--- src/rtl/text_line_ctrl.sv ---
// Text-line controller: holds a loadable message of character codes and, for
// every scanned pixel, reports which character cell covers it, that cell's
// glyph code and cell origin, so a shared set of glyph renderers can draw a
// whole line of text. Includes a valid/ready loader and frame-counted blink.
module text_line_ctrl #(
    parameter int MAX_LEN      = 16,
    parameter int CODE_W       = 5,
    parameter int ORIGIN_X     = 64,
    parameter int ORIGIN_Y     = 200,
    parameter int PITCH_LOG2   = 5,
    parameter int GLYPH_W      = 26,
    parameter int GLYPH_H      = 40,
    parameter int BLINK_FRAMES = 30
) (
    input  logic              clk,
    input  logic              rst_n,
    input  logic [9:0]        x,
    input  logic [9:0]        y,
    input  logic              frame_start,
    input  logic              load_req,
    input  logic              wr_valid,
    input  logic [CODE_W-1:0] wr_code,
    input  logic              wr_last,
    output logic              wr_ready,
    input  logic              blink_en,
    output logic              cell_active,
    output logic [CODE_W-1:0] glyph_code,
    output logic [31:0]       char_start_x,
    output logic [31:0]       char_start_y,
    output logic [5:0]        msg_len,
    output logic              busy
);

    localparam int IDX_W = (MAX_LEN > 1) ? $clog2(MAX_LEN) : 1;
    localparam int CNT_W = $clog2(BLINK_FRAMES + 1);

    // Pixel comparisons are done at 11 bits so x below the origin cannot wrap
    // around into a small, apparently valid cell index.
    localparam logic [10:0]      ORG_X11  = 11'(ORIGIN_X);
    localparam logic [10:0]      Y_TOP11  = 11'(ORIGIN_Y);
    localparam logic [10:0]      Y_BOT11  = 11'(ORIGIN_Y + GLYPH_H);
    localparam logic [10:0]      GLYPH_W11 = 11'(GLYPH_W);
    localparam logic [IDX_W-1:0] PTR_LAST = IDX_W'(MAX_LEN - 1);
    localparam logic [CNT_W-1:0] CNT_LAST = CNT_W'(BLINK_FRAMES - 1);

    typedef enum logic [1:0] {
        IDLE = 2'd0,
        LOAD = 2'd1,
        SHOW = 2'd2
    } state_t;

    state_t state;
    state_t next_state;

    logic [CODE_W-1:0] msg_buf [MAX_LEN];
    logic [IDX_W-1:0]  wr_ptr;
    logic              do_write;
    logic              do_commit;

    logic [CNT_W-1:0]  frame_cnt;
    logic              hidden;
    logic              visible;

    logic [10:0]           x_ext;
    logic [10:0]           y_ext;
    logic [10:0]           dx;
    logic [10:0]           idx_full;
    logic [PITCH_LOG2-1:0] col;
    logic                  in_cell;
    logic [CODE_W-1:0]     cell_code;
    logic [31:0]           cell_x;

    // State register.
    always_ff @(posedge clk or negedge rst_n) begin
        if (!rst_n) begin
            state <= IDLE;
        end else begin
            state <= next_state;
        end
    end

    // Next state, handshake strobes and loader status; load_req wins over a
    // coincident handshake so a restart never keeps a stale code.
    always_comb begin
        next_state = state;
        wr_ready   = 1'b0;
        busy       = 1'b0;
        do_write   = 1'b0;
        do_commit  = 1'b0;
        case (state)
            IDLE: begin
                if (load_req) begin
                    next_state = LOAD;
                end
            end
            LOAD: begin
                wr_ready = 1'b1;
                busy     = 1'b1;
                if (load_req) begin
                    next_state = LOAD;
                end else if (wr_valid) begin
                    do_write = 1'b1;
                    if (wr_last || (wr_ptr == PTR_LAST)) begin
                        do_commit  = 1'b1;
                        next_state = SHOW;
                    end
                end
            end
            SHOW: begin
                if (load_req) begin
                    next_state = LOAD;
                end
            end
            default: begin
                next_state = IDLE;
            end
        endcase
    end

    // Write pointer and committed length; both restart on every load request.
    always_ff @(posedge clk or negedge rst_n) begin
        if (!rst_n) begin
            wr_ptr  <= '0;
            msg_len <= '0;
        end else if (load_req) begin
            wr_ptr  <= '0;
            msg_len <= '0;
        end else if (do_write) begin
            wr_ptr <= wr_ptr + 1'b1;
            if (do_commit) begin
                msg_len <= 6'(wr_ptr) + 6'd1;
            end
        end
    end

    // Message storage; contents need no reset because msg_len gates every read.
    always_ff @(posedge clk) begin
        if (do_write) begin
            msg_buf[wr_ptr] <= wr_code;
        end
    end

    // Blink timing: count frames, flip the hidden phase every BLINK_FRAMES.
    always_ff @(posedge clk or negedge rst_n) begin
        if (!rst_n) begin
            frame_cnt <= '0;
            hidden    <= 1'b0;
        end else if (!blink_en || do_commit) begin
            frame_cnt <= '0;
            hidden    <= 1'b0;
        end else if (frame_start) begin
            if (frame_cnt == CNT_LAST) begin
                frame_cnt <= '0;
                hidden    <= ~hidden;
            end else begin
                frame_cnt <= frame_cnt + 1'b1;
            end
        end
    end

    // Map the scan position onto a character cell of the message line.
    always_comb begin
        x_ext     = {1'b0, x};
        y_ext     = {1'b0, y};
        dx        = x_ext - ORG_X11;
        idx_full  = dx >> PITCH_LOG2;
        col       = dx[PITCH_LOG2-1:0];
        in_cell   = (x_ext >= ORG_X11)
                 && (idx_full < {5'd0, msg_len})
                 && (11'(col) < GLYPH_W11)
                 && (y_ext >= Y_TOP11)
                 && (y_ext < Y_BOT11);
        cell_code = msg_buf[idx_full[IDX_W-1:0]];
        cell_x    = 32'(ORIGIN_X) + (32'(idx_full) << PITCH_LOG2);
        visible   = !(blink_en && hidden);
    end

    // Registered renderer outputs, one pixel clock behind x/y.
    always_ff @(posedge clk or negedge rst_n) begin
        if (!rst_n) begin
            cell_active  <= 1'b0;
            glyph_code   <= '0;
            char_start_x <= '0;
            char_start_y <= '0;
        end else if ((state == SHOW) && in_cell && visible) begin
            cell_active  <= 1'b1;
            glyph_code   <= cell_code;
            char_start_x <= cell_x;
            char_start_y <= 32'(ORIGIN_Y);
        end else begin
            cell_active  <= 1'b0;
            glyph_code   <= '0;
            char_start_x <= '0;
            char_start_y <= '0;
        end
    end

endmodule

--- config.mk ---
export PLATFORM = sky130hd
export DESIGN_NAME = text_line_ctrl
export DESIGN_NICKNAME = d
export VERILOG_FILES = /design/src/rtl/text_line_ctrl.sv
export SDC_FILE = /design/constraint.sdc
export NUM_CORES = 1
export LEC_CHECK = 0
export CAP_MARGIN = 20
export CORE_MARGIN = 2
export CORE_UTILIZATION = 30
export DETAILED_ROUTE_END_ITERATION = 12
export DONT_BUFFER_PORTS = 1
export PLACE_DENSITY = 0.41
export SLEW_MARGIN = 10
export SYNTH_ARGS = -nofsm -noshare
export SYNTH_HDL_FRONTEND = slang
export SYNTH_SLANG_ARGS = --single-unit
--- constraint.sdc ---
create_clock -name clk -period 1.9 [get_ports clk]
set_input_delay 0.19 -clock clk [delete_from_list [all_inputs] [get_ports clk]]
set_output_delay 0.19 -clock clk [all_outputs]
set_load 0.1 [all_outputs]
# After elaboration in Yosys (flattened, before gate mapping)
# Memories as Yosys holds them, arrays and structs flattened.
# Index checks and enable logic that the tools add are counted.
# classes
addsub	5
magnitude_cmp	5
n_eq_ne	7
mux	30
bitwise_logic	1
reduce_logical	20
# op_table
cell	count
2-to-1 mux 32 bit	1
2-to-1 mux 5 bit	4
2-to-1 mux 6 bit	3
2-to-1 mux 1 bit	14
adder 7 x 11 -> 12 bit (first input constant)	1
subtractor 10 x 7 -> 11 bit (second input constant)	1
greater-or-equal comparator 10 x 7 -> 1 bit (second input constant)	1
greater-or-equal comparator 10 x 8 -> 1 bit (second input constant)	1
< comparator 10 x 8 -> 1 bit (second input constant)	1
2-to-1 mux 2 bit	4
2-to-1 mux 4 bit	2
2-to-1 mux 8 bit	1
nonzero test 2 bit	4
logical AND 1 bit	7
< comparator 6 bit	1
inequality test 3 bit (second input constant)	2
adder 4 x 1 -> 5 bit (second input constant)	1
adder 5 x 1 -> 5 bit (second input constant)	1
equality test 5 bit (second input constant)	1
< comparator 5 bit (second input constant)	1
adder 4 x 1 -> 4 bit (second input constant)	1
equality test 4 bit (second input constant)	1
one-hot mux 2 bit (2 select lines)	1
AND reduction 2 bit	2
other kinds (9)	11
# totals
regBits	64
ram_bits	80
in_bits	32
output_inout_bits	78
word_cells	78
memories	1
# mem_list
memory	depth	word_bits	read_ports	rd_ports_with_merged_regs	wr	line	source
msg_buf	16	5	1	0	1	55	logic [CODE_W-1:0] msg_buf [MAX_LEN];

# Logic depth before layout (Yosys ltp)
# Gate-level depths: netlist of run 1.
# depth
depth_word	9
mapped_depth	11
mapped_depth_nobuf	8

# Least setup slack after synthesis of run 1
# No wires, ideal clock.
# synth_path
path_type	register to register
startpoint	reg state[1]
endpoint	mem msg_buf[0][0], enable pin
setup_time_ns	0.315
arrival_ns	2.623
required_time_ns	1.585
path_slack_ns	-1.037
stages_incl_launch_ff	5
path_buffers	0
synth_period_minus_slack_ns	2.937
path_cell_list	dfrtp_1 > nor2b_1 > nand2_1 > nor4_1 > and2_1
# synth_via
elab_chain_cells	4
# synth_rtl
item	line	source
start, declared	52	state_t state;
start signal, assigned	78	state <= next_state;
equality test 2 x 1 -> 1 bit	90	case (state)
2-to-1 mux 1 bit	90	
2-to-1 mux 1 bit	138	if (do_write) begin
2-to-1 mux 1 bit (implied by the code)	139	msg_buf[wr_ptr] <= wr_code;
end, declared	55	
# No other way between the ends.

# Worst setup path in the final report of run 1
# layout_path
startpoint	reg state[1]
endpoint	mem msg_buf[7][3], enable pin
# The elaborated chain is that of the path after synthesis.

==> metrics.txt, run 1 <==
WHS Endpoint msg_len[4]$_DFFE_PN0P_; GRT Util Overall 11.7%; layout cells sized above 1 between 20% and 30%; Async SR Flop Fraction 27.3%; Post-Syn Area per Cell about 14 sq um; Via Count 2774; worst hold start wr_last; die area about 18000 sq um; final setup fails 0; I/O Buffers 0; Syn. warnings 0; Crit Path Class flip-flop to flip-flop; worst hold path class primary input to flip-flop; most common cell after layout, fill and taps aside edfxtp_1; Rel. slew slack around 58%; crit start category flip-flop; critical path endpoint category flip-flop; RSZ-0062 raised after global routing false; post-synth cell types 46; antenna violations before repair 0; DIE WIDTH 135 microns; EDFF count, synth 80; skew final 0.00885 ns; highest-delay cell along the critical path dfrtp_1; Sink Count 110; # rows 47; worst vdd ir 0.000587 V; Crit path max-delay family simple AND/OR/NAND/NOR gates; Hold Vio Cnt, Final 0; Max Cap Viol 0; prevailing post-synth register cell edfxtp_1; # fillers 1604; R2R Setup Slk roughly 0.092 ns; starting DRC count in detailed routing 136; Buf+Inv Stages, Crit Path 1; final antenna-violating net count 0; Cell Area, Synth 5120 sq um; worst r2r path cells 4; CP peak stage delay ~0.44 ns; Seq cells post-synth 110; wire length per cell 15.8 microns; largest net degree at the start of global routing 31; gpl congestion between 0.7 and 0.8; gr ovfl total 0; Max clock buf depth 2; Seq/Total Area, Yosys 61.6%; Post-route DRC 0; LEAKAGE 2.32 nW; Synth-to-Final Area Change 15.8%; Die Ht 135 microns; Starting Density between 30% and 40%; Tmin final 1.81 ns; Power Density 942 nW/um^2; Initial DRT Pass Iterations 4; dpl cells 606; Post-Route Utilization a little over a third; WP data arrival 1.84 ns; first-pass GRT wire length 15600 microns; drt total wl 10100 microns; critical path fanouts, max 10; Worst R2R End msg_buf[7][3]$_DFFE_PP_; crit path cell chain nor4bb_1 -> buf_4 -> and3b_1 -> and2_1; Worst-Margin Slew 0.629 ns; Worst EP required 1.93 ns; post-route clock period utilization a little over nine tenths; diodes inserted 0; vias in the first global route ~2.6k; clock root buffer clkbuf_16; outcome finished clean; FF/Latch Area approximately 3200 sq um; Num CTS Buffers 9; CTS tree done; Fin Setup TNS 0 ns; CTS HTree Levels 3; Post-Syn Instances ~370; fin cells 636; num ports 110; Nets ~450; via-per-instance ratio 4.36; Worst-path clk slew ~0.070 ns; hpwl dp between 7000 and 8000 microns; multi-input logic area 1660 sq um; worst skew pair latency roughly 0.35 ns; Core Footprint 16600 sq um; Max Freq 553 MHz; commonest cells after routing, fill and taps aside 80 x edfxtp_1, 56 x conb_1, 37 x buf_4; WHS Path Cells 2; R2R Path Start state[1]$_DFFE_PN0P_; Max Slew Vio Count 0
worst max-delay path by stage:
stage	start	to	slack [ns]	cells after the start
6_report	state[1]$_DFFE_PN0P_	msg_buf[7][3]$_DFFE_PP_	0.09	4
5_1_grt	state[1]$_DFFE_PN0P_	msg_buf[7][3]$_DFFE_PP_	0.01	4
4_1_cts	state[1]$_DFFE_PN0P_	msg_buf[4][4]$_DFFE_PP_	0.04	4
3_5_place_dp	state[1]$_DFFE_PN0P_	msg_buf[4][0]$_DFFE_PP_	0.05	4
3_3_place_gp	x[7]	glyph_code[3]$_DFF_PN0_	0.07	7
2_1_floorplan	state[1]$_DFFE_PN0P_	msg_buf[0][0]$_DFFE_PP_	-0.007	4
Yosys cell counts (all sizes together), types with 3 or more instances:
master   n  area (sq um)
a21oi    7          35.0
a22oi    6          45.0
and2    11          68.8
and3    11          68.8
buf     66           485
clkbuf   6          23.8
dfrtp   30           751
edfxtp  80          2400
ha      11           138
inv     16          60.1
mux4    20           450
nand2   11          41.3
nand2b   3          18.8
nand3   18          90.1
nand4    3          18.8
nor2    24          90.1
nor3     7          35.0
xnor2    4          42.6
xor2     6          52.6
kinds of logic (layout without fill, tap and decap cells):
group	Yosys count	count (layout)	share of synthesized area, %
other cells	1	56	0.0733
xor+xnor	10	10	1.86
mux	20	20	8.80
simple gates	96	96	9.61
compound gates	30	30	4.23
flops	110	110	61.6
fa+ha+maj	11	11	2.69
buf+inv	88	83	11.1
layout make-up:
cell class	count	share of cell area [%]
inverters	16	1.01
clock buffers	9	3.80
clock inverters	7	1.73
multi-input cells	223	28.0
well taps	220	4.65
repair buffers	51	7.39
flip-flops and latches	110	53.4
worst register-to-register path: cells and delay by family (launching register included):
kind                   cells  cell delay, ns
AND/OR/NAND/NOR            3            0.83
flip-flops                 1            0.44
buffers and inverters      1            0.22
stage by stage:
step | hold WS (ns) | setup WS, ns | power, W | instance area [sq um]
floorplan | -0.106 | -0.00725 | 0.00359 | 5410
global placement | -0.105 | 0.0738 | 0.00358 | 5440
detailed placement | -0.105 | 0.0540 | 0.00358 | 5440
CTS | 0.0193 | 0.0370 | 0.00566 | 5910
global route | 0.0439 | 0.0135 | 0.00582 | 5930
finish | 0.0400 | 0.0919 | 0.00558 | 5930
metal layers:
layer	global-route usage, %	share of wire [%]
met5	0	0
met4	2.63	0.40
met3	3.68	5.6
met2	18.0	48
met1	16.4	46
state kept, by name, summed over array words and instances (netlist names):
signal,count
char_start_y,1
msg_len,5
hidden,1
msg_buf,80
wr_ptr,4
state,2
glyph_code,5
frame_cnt,5
char_start_x,7
power by group:
group	total (W)	internal, W	switching (W)
clock	0.00199	0.00107	0.000921
sequential	0.00263	0.00261	0.0000199
combinational	0.000964	0.000192	0.000772
timing repair:
item | CTS | global route
setup buffers | 0 | 1
hold buffers | 13 | 0
hold endpoints to repair | 125 | 0
endpoints found under the setup margin | 0 | 34
gates resized for setup | 0 | 3
No activity file was read; power rests on OpenSTA's default activity.
==> inputs of run 2 (changes only) <==
==> constraint.sdc (replaced) <==
create_clock -name clk -period 1.9 [get_ports clk]
set_input_delay 0.475 -clock clk [delete_from_list [all_inputs] [get_ports clk]]
set_output_delay 0.475 -clock clk [all_outputs]
set_load 0.1 [all_outputs]
==> run 2 against run 1 <==
Effect of this change: sequential cell count did not move; first-iteration DRC count rose by 26%; power rose by 1.1%; maximum frequency fell by 1.9%; sequential power barely moved; combinational power fell by 2%; count of clock-buffer cells in the layout did not move; clock skew fell by 0.0020 ns; die area did not move; largest cell class unchanged; register-to-register slack improved by 0.098 ns.
==> metrics.txt, run 2 (synthesized netlist as in run 1, its figures left out) <==
Num CTS Buffers 9; Overall Power around 0.0056 W; Nets 449; gpl congestion ~0.76; # rows 47; max reg flops 80; Top Registers msg_buf: 80 flops, char_start_x: 7 flops; first-pass GRT wire length 16700 microns; worst r2r path cells 4; worst skew pair latency around 0.35 ns; worst vdd ir 0.000449 V; I/O Buffers 0; grt met3 use 2.40%; final antenna-violating net count 0; critical path fanouts, max 3; Max Slew Vio Count 0; crit path cell chain buf_4 -> nor2b_4 -> clkbuf_8; hpwl dp 7620 microns; Core Footprint 16600 sq um; Via Count between 2k and 3k; # fillers 1621; final setup fails 0; Top reg by flops msg_buf; gr ovfl total 0; Post-Route Utilization a little over a third; Worst EP required 1.42 ns; Max clock buf depth 2; met1 Use GR 16.3%; WP data arrival 1.37 ns; commonest cells after routing, fill and taps aside 80 x edfxtp_1, 56 x conb_1, 40 x buf_4; RSZ-0062 raised after global routing false; num ports 110; CTS HTree Levels 3; Worst-path clk slew 0.07 ns; layout cells sized above 1 24.1%; DIE WIDTH 135 microns; worst hold path class primary input to flip-flop; wire length per cell 16.9 microns; Starting Density 30.7%; Max Freq 543 MHz; via-per-instance ratio 4.37; highest-delay cell along the critical path dfrtp_1; vias in the first global route 2838; GR met2 Demand/Resource 20.2%; outcome finished clean; Tmin final 1.84 ns; CTS tree done; Post-route DRC 0; most common cell after layout, fill and taps aside edfxtp_1; Max Cap Viol 0; clock root buffer clkbuf_16; Initial DRT Pass Iterations 4; largest net degree at the start of global routing 31; Fin Setup TNS 0 ns; Power Density between 900 and 1000 nW/um^2; starting DRC count in detailed routing 172; diodes inserted 0; antenna violations before repair 0; buffers inserted by post-CTS timing repair 0; post-route clock period utilization 97.0%; Crit Path Class flip-flop to output pin; Hold Vio Cnt, Final 0; LEAKAGE 2.32 nW; GRT Util Overall about an eighth; Synth-to-Final Area Change 15.6%; CP peak stage delay 0.38 ns; critical path endpoint category output pin; crit start category flip-flop; die area 18100 sq um; most used routing layer met2; skew final between 0.006 and 0.007 ns; Die Ht 135 microns; Sink Count 110; WHS Path Cells 1; drt total wl 10700 microns
run 2: cell count changes in the layout (fill, tap and decap cells not counted), moves of 2 or more:
cell / before / now
dlygate4sd3_1: 12 / 1
and2_4: 0 / 3
buf_4: 37 / 40
dfrtp_1: 24 / 27
and2_2: 2 / 0
buf_12: 2 / 4
clkinv_8: 2 / 0
clkinvlp_4: 0 / 2
dfrtp_2: 4 / 2
nand2_1: 11 / 9
nand2_2: 0 / 2
run 2: what timing repair did:
action | 4_1_cts | 5_1_grt
hold buffers | 2 | 0
cloned | 0 | 0
endpoints found under the setup margin | 2 | 3
resized for setup | 1 | 2
hold endpoints to repair | 30 | 0
run 2: power by group:
| part | internal (W) | switching (W) | leakage [nW] |
|---|---|---|---|
| logic | 0.000196 | 0.000749 | 1.04 |
| clock network | 0.00117 | 0.000899 | 0.155 |
| registers | 0.00261 | 0.0000190 | 1.12 |
| total | 0.00398 | 0.00167 | 2.32 |
run 2: final cells by class:
type                       count  area [sq um]  area share [%]
multi-input combinational    223          1690            28.5
timing repair buffer          46           404            6.83
clock inverter                 7           104            1.76
sequential                   110          3160            53.4
tap                          220           275            4.65
inverter                      16          62.6            1.06
clock buffer                   9           225            3.81
run 2: critical path, delay by kind of cell (launching register included):
kind / cells / cell delay [ns]
simple gates: 1 / 0.12
flops: 1 / 0.38
buf+inv: 2 / 0.51
run 2: worst paths after layout:
| kind | startpoint | to | slack, ns |
|---|---|---|---|
| min reg2reg | state[0]$_DFFE_PN0P_ | state[0]$_DFFE_PN0P_ | 0.52 |
| min | load_req | msg_len[1]$_DFFE_PN0P_ | 0.18 |
| max | state[1]$_DFFE_PN0P_ | busy | 0.06 |
| max reg2reg | state[1]$_DFFE_PN0P_ | msg_buf[4][4]$_DFFE_PP_ | 0.19 |
| max in group asynchronous | rst_n | msg_len[1]$_DFFE_PN0P_ | 1.15 |
| min in group asynchronous | rst_n | frame_cnt[2]$_DFFE_PN0P_ | 0.57 |
run 2: stage by stage:
stage          setup slack, ns  area, sq um  hold WS, ns  instances
2_1_floorplan           -0.215         5450        0.179        421
3_3_place_gp            -0.101         5550        0.180        613
3_5_place_dp           -0.0915         5550        0.180        613
4_1_cts                 0.0311         5910        0.175        631
5_1_grt                0.00151         5920        0.170        631
6_report                0.0576         5920        0.181        631
run 2: layer usage:
layer	routed length (microns)	up-vias
li1	-	1300
met1	4830	1359
met2	5210	88
met3	393	13
met4	224	0
met5	0	-
==> RTL change 1 (settings of run 1) <==
Make the reset (`rst_n`) synchronous in 4 clocked blocks.
--- a/src/rtl/text_line_ctrl.sv
+++ b/src/rtl/text_line_ctrl.sv
@@ -73,3 +73,3 @@
     // State register.
-    always_ff @(posedge clk or negedge rst_n) begin
+    always_ff @(posedge clk) begin
         if (!rst_n) begin
@@ -120,3 +120,3 @@
     // Write pointer and committed length; both restart on every load request.
-    always_ff @(posedge clk or negedge rst_n) begin
+    always_ff @(posedge clk) begin
         if (!rst_n) begin
@@ -143,3 +143,3 @@
     // Blink timing: count frames, flip the hidden phase every BLINK_FRAMES.
-    always_ff @(posedge clk or negedge rst_n) begin
+    always_ff @(posedge clk) begin
         if (!rst_n) begin
@@ -178,3 +178,3 @@
     // Registered renderer outputs, one pixel clock behind x/y.
-    always_ff @(posedge clk or negedge rst_n) begin
+    always_ff @(posedge clk) begin
         if (!rst_n) begin
Behaviour: differs if rst_n is asserted again (counterexample within 4 cycles, from zero or initial values and one cycle with rst_n low); with rst_n held inactive, the same outputs for 10 cycles.
==> RTL change 1 against run 1 <==
Global-route usage about the same; worst setup slack gained 0.044 ns; total power shrank 6.2%; final area down 3.7%; synthesized area shrank 3.5%; critical endpoint is now glyph_code[4]; sequential cell count is the same; worst hold slack got worse by 0.020 ns; critical path depth up 2; routed wire length fell by 1.8%; clock power fell by 5%; largest power group unchanged; critical path type unchanged; fmax increased by 2.5%; first-iteration DRC count up 22%; non-clock buffer count is the same; sequential share of layout area shrank 0.54 points.
==> RTL change 1: results (changes against run 1) <==
Result of the run - completed
CTS hold repair buffers - 10 (-3)
Design internal power - 3.64 mW (-5.8%)
Number of antenna violations at the first check in global routing - 0 (unchanged)
Sequential fraction of the synthesis area - 0.608 (-0.00823)
Highest metal layer used by the detailed router - met4
Number of enable-type register cells in the synthesized netlist - 80 (unchanged)
Number of DRC violations after detailed-routing iteration 0 - 166 (+22%)
Via count of the first global-routing pass - 2,590 (-1.7%)
Count of distinct cell types in the synthesized netlist - 39 (-15%)
First-pass GRT wire length - 15,400 microns (-1.5%)
Share of async-settable or async-resettable flops after synthesis - 0 (-0.273)
Post-DP HPWL - 6830 microns (-4.0%)
Flip-flop cell with the highest count after synthesis - edfxtp_1
Port bufs - 0 (unchanged)
Switching power share of the total - 0.304 (-0.00266)
Number of fill cells - 1,571 (-2.1%)
Via density per instance - 4.28 (-1.8%)
Met3 track utilization from global routing - 0.0327 (-0.00411)
Maximum number of pins on one net before global-route repair - 28 (-9.7%)
Total placed instance area - 5300 sq um (-2.6%)
Average footprint of a synthesized cell - 13.6 sq um (-2.4%)
CTS clock-pin slew for the worst setup and hold paths - 0.08 ns
Post-Synth Adder-Cell Area - 0.0279 (+0.000967)
Number of antenna cells inserted - 0 (unchanged)
Worst path max stage delay - 0.35 ns (-0.09 ns)
Path type of the worst min-delay path - input pin to flop
Fraction of layout instances using a drive strength above 1 - 0.223 (+0.00161)
Count of nets after finishing - 451 (-0.66%)
Maximum fanout count along the critical path - 12 (+2)
Area fraction in compound gates after synthesis - 0.0443 (+0.00203)
Combinational Power Share - 0.148 (-0.025)
Number of instances resized during post-cts repair - 0 (unchanged)
Count of placed standard cells in the final layout, fillers left out - 629 (-1.1%)
Routed length per instance - 15.7 microns (-0.69%)
Worst-Margin Slew - 0.704 ns (+0.0741 ns)
Pre-CTS worst setup slack - -0.0343 ns (-0.0883 ns)
Data arrival, critical path - 2.05 ns (+0.21 ns)
Amount of wire on met3 after detailed routing - 542 microns (-3.9%)
Setup Viol. Count Final - 0 (unchanged)
Global-route total usage across every layer - 0.118 (+0.000469)
XOR/XNOR Fraction of Synth Area - 0.0213 (+0.00269)
Crit-path leading delay family - compound AO/OA/AOI/OAI gates
Sequential group share of total power - 0.492 (+0.021)
Met1 track utilization from global routing - 0.163 (-0.000487)
Leak - 2.12 nW (-8.8%)
Dominant cells by area after synthesis - edfxtp_1, dfxtp_1, mux4_2
Placed Instances - 603 (-0.50%)
Number of setup buffers added after CTS - 0 (unchanged)
CTS buffer count - 9 (unchanged)
Total met2 wirelength after detailed routing - 4570 microns (-5.9%)
Most numerous cell types in the synthesized netlist - edfxtp_1, buf_4, nor2_1, dfxtp_1, mux4_2
Library cell used as clock root buffer - clkbuf_16
Met1 layer wirelength in the final routing - 4650 microns (+1.4%)
Largest vdd supply drop - 0.000580 V (-1.3%)
CP max-delay cell - dfxtp_4
Met2 usage - 0.179 (-0.000940)
Mux share of post-synthesis cell area - 0.0935 (+0.00545)
Largest clock skew in the final design - 0.0149 ns (+0.00607 ns)
RePlAce Congestion - 0.744 (about the same)
==> RTL change 1: cell types whose count changed after synthesis, moves of 4 or more <==
cell     delta
a22oi_1     +4
nand3_1    -14
nor2_1     +11
nand2_1     +7
and2_1      -9
dfrtp_1    -30
dfxtp_1    +30
==> RTL change 1: final cells by class <==
class,count,area (sq um),area share
clock buffer,9,225,0.0395
sequential,110,3020,0.529
inverter,12,45.0,0.00789
timing repair buffer,51,433,0.0759
tap,216,270,0.0474
multi-input combinational,224,1630,0.286
clock inverter,7,81.3,0.0143
==> RTL change 1: worst reg2reg max path: cells and delay by family, from the launching register on <==
kind / cells / cell delay, ns
AO/OA/AOI/OAI: 3 / 0.77
adder cells (fa/ha/maj): 1 / 0.26
buffers and inverters: 1 / 0.04
flip-flops: 1 / 0.35
AND/OR/NAND/NOR: 1 / 0.27
==> RTL change 1: worst paths after layout <==
| path | start | to | slack, ns | cells past startpoint |
|---|---|---|---|---|
| setup / recovery | msg_len[1] | glyph_code[4] | 0.14 | 6 |
| hold reg to reg | msg_len[3] | msg_len[3] | 0.51 | 2 |
| hold / removal | frame_start | frame_cnt[1] | 0.02 | 2 |
| setup reg to reg | msg_len[1] | glyph_code[4] | 0.14 | 6 |
==> RTL change 1: kinds of logic (layout without fill, tap and decap cells) <==
| group | count (synthesis) | in the layout |
|---|---|---|
| adder cells (fa/ha/maj) | 11 | 11 |
| multiplexers | 21 | 21 |
| XOR/XNOR | 12 | 12 |
| other | 1 | 56 |
| flip-flops | 110 | 110 |
| AO/OA/AOI/OAI | 30 | 30 |
| AND/OR/NAND/NOR | 94 | 94 |
| buffers and inverters | 83 | 79 |
==> RTL change 2 (settings of run 1) <==
Without the edit above. `PITCH_LOG2`: 5 -> 4.
--- a/src/rtl/text_line_ctrl.sv
+++ b/src/rtl/text_line_ctrl.sv
@@ -9,3 +9,3 @@
     parameter int ORIGIN_Y     = 200,
-    parameter int PITCH_LOG2   = 5,
+    parameter int PITCH_LOG2   = 4,
     parameter int GLYPH_W      = 26,
Function: changed (Yosys sat finds a counterexample within 4 cycles, from zero or initial values and one cycle with rst_n low).
==> RTL change 2 against run 1 <==
Worst setup slack improved by 0.016 ns; largest power group unchanged; sequential cell count increased by 1; final area increased by 2.2%; utilization decreased by 0.22 points; critical endpoint is now char_start_x[6]; routed wire length increased by 8.4%; total power decreased by 3.3%; synthesized area increased by 1.8%.
==> RTL change 2: results (changes against run 1) <==
Result of the run - completed
Most numerous cell types in the synthesized netlist - edfxtp_1, buf_4, dfrtp_1, inv_1, nand2_1
Global-route total usage across every layer - 0.127 (+0.00965)
Via density per instance - 4.32 (-0.92%)
Largest clock skew in the final design - 0.00452 ns (-0.00433 ns)
Post-DP HPWL - 7430 microns (+4.3%)
Sequential fraction of the synthesis area - 0.610 (-0.00629)
Leak - 2.32 nW (-0.16%)
First-pass GRT wire length - 16,700 microns (+7.2%)
Largest vdd supply drop - 0.000443 V (-25%)
RePlAce Congestion - 0.712 (-4.3%)
Number of DRC violations after detailed-routing iteration 0 - 165 (+21%)
Number of fill cells - 1,646 (+2.6%)
Share of async-settable or async-resettable flops after synthesis - 0.279 (+0.00655)
Maximum fanout count along the critical path - 6 (-4)
Fraction of layout instances using a drive strength above 1 - 0.241 (+0.0199)
Dominant cells by area after synthesis - edfxtp_1, dfrtp_1, buf_4
Maximum number of pins on one net before global-route repair - 32 (+3.2%)
Data arrival, critical path - 2.06 ns (+0.22 ns)
Count of nets after finishing - 457 (+0.66%)
CP max-delay cell - dfrtp_4
Count of distinct cell types in the synthesized netlist - 43 (-6.5%)
Pre-CTS worst setup slack - -0.133 ns (-0.187 ns)
Top flop regs - msg_buf (80), char_start_x (8)
Worst-Margin Slew - 0.705 ns (+0.0753 ns)
Via count of the first global-routing pass - 2,802 (+6.4%)
RTL change 2: cell types whose count changed in the layout (fill, tap and decap cells not counted), sizes merged, moves of 2 or more:
cell	change
a211oi	+11
nand3	-10
nand2	+8
nor2	-7
and3	-6
buf	+6
inv	+5
clkinv	-2
nor3b	-2
o311ai	-2
xor2	-2
RTL change 2: where the power goes:
part	total, mW	internal [mW]	switching (mW)	leakage (nW)
Sequential	2.65	2.63	0.0238	1.13
Clock	1.81	0.910	0.895	0.136
Combinational	0.942	0.170	0.771	1.05
Total	5.40	3.71	1.69	2.32
RTL change 2: cells by family after synthesis:
logic type               count (synthesis)  synth area share
AO/OA/AOI/OAI                           37            0.0598
other                                    1          0.000720
XOR/XNOR                                 9            0.0151
adder cells (fa/ha/maj)                 11            0.0264
flip-flops                             111             0.610
AND/OR/NAND/NOR                         82            0.0790
multiplexers                            22            0.0948
buffers and inverters                   91             0.114
RTL change 2: area by class of cell:
type / count / area, sq um / area share
repair buffers: 56 / 524 / 0.0866
inverters: 19 / 73.8 / 0.0122
well taps: 225 / 282 / 0.0465
flip-flops and latches: 111 / 3190 / 0.527
clock buffers: 10 / 229 / 0.0378
clock inverters: 6 / 47.5 / 0.00785
multi-input cells: 217 / 1710 / 0.283
RTL change 2: metrics by stage:
step	cells	instance area, sq um
floorplan	419	5460
global placement	612	5580
detailed placement	612	5580
CTS	640	5990
global route	644	6060
finish	644	6060
RTL change 2: layer usage:
metal / track usage / routed length, microns
met1: 0.156 / 4700
met4: 0.0486 / 177
met3: 0.0299 / 450
met5: 0 / 0
met2: 0.216 / 5570
RTL change 2: worst max-delay path: cells and delay by family, from the launching register on:
family          cells  cell delay (ns)
fa+ha+maj           1             0.15
flops               1             0.43
buf+inv             2             0.28
simple gates        3             0.70
compound gates      1             0.15
RTL change 2: repair_timing:
action	4_1_cts	5_1_grt
gates resized for setup	1	8
gates cloned	0	1
hold buffers	12	0
setup buffers	0	3
endpoints found under the setup margin	1	45
pin swaps	0	4
endpoints found under the hold margin	129	0
RTL change 2: final timing paths:
kind                        startpoint               to  depth (start not counted)
setup / recovery            msg_len[4]  char_start_x[6]                          7
setup reg to reg            msg_len[4]  char_start_x[6]                          7
hold reg to reg               state[0]         state[0]                          1
hold / removal             frame_start     frame_cnt[2]                          2
min in group asynchronous        rst_n       msg_len[0]                          2
max in group asynchronous        rst_n  char_start_y[6]                          2
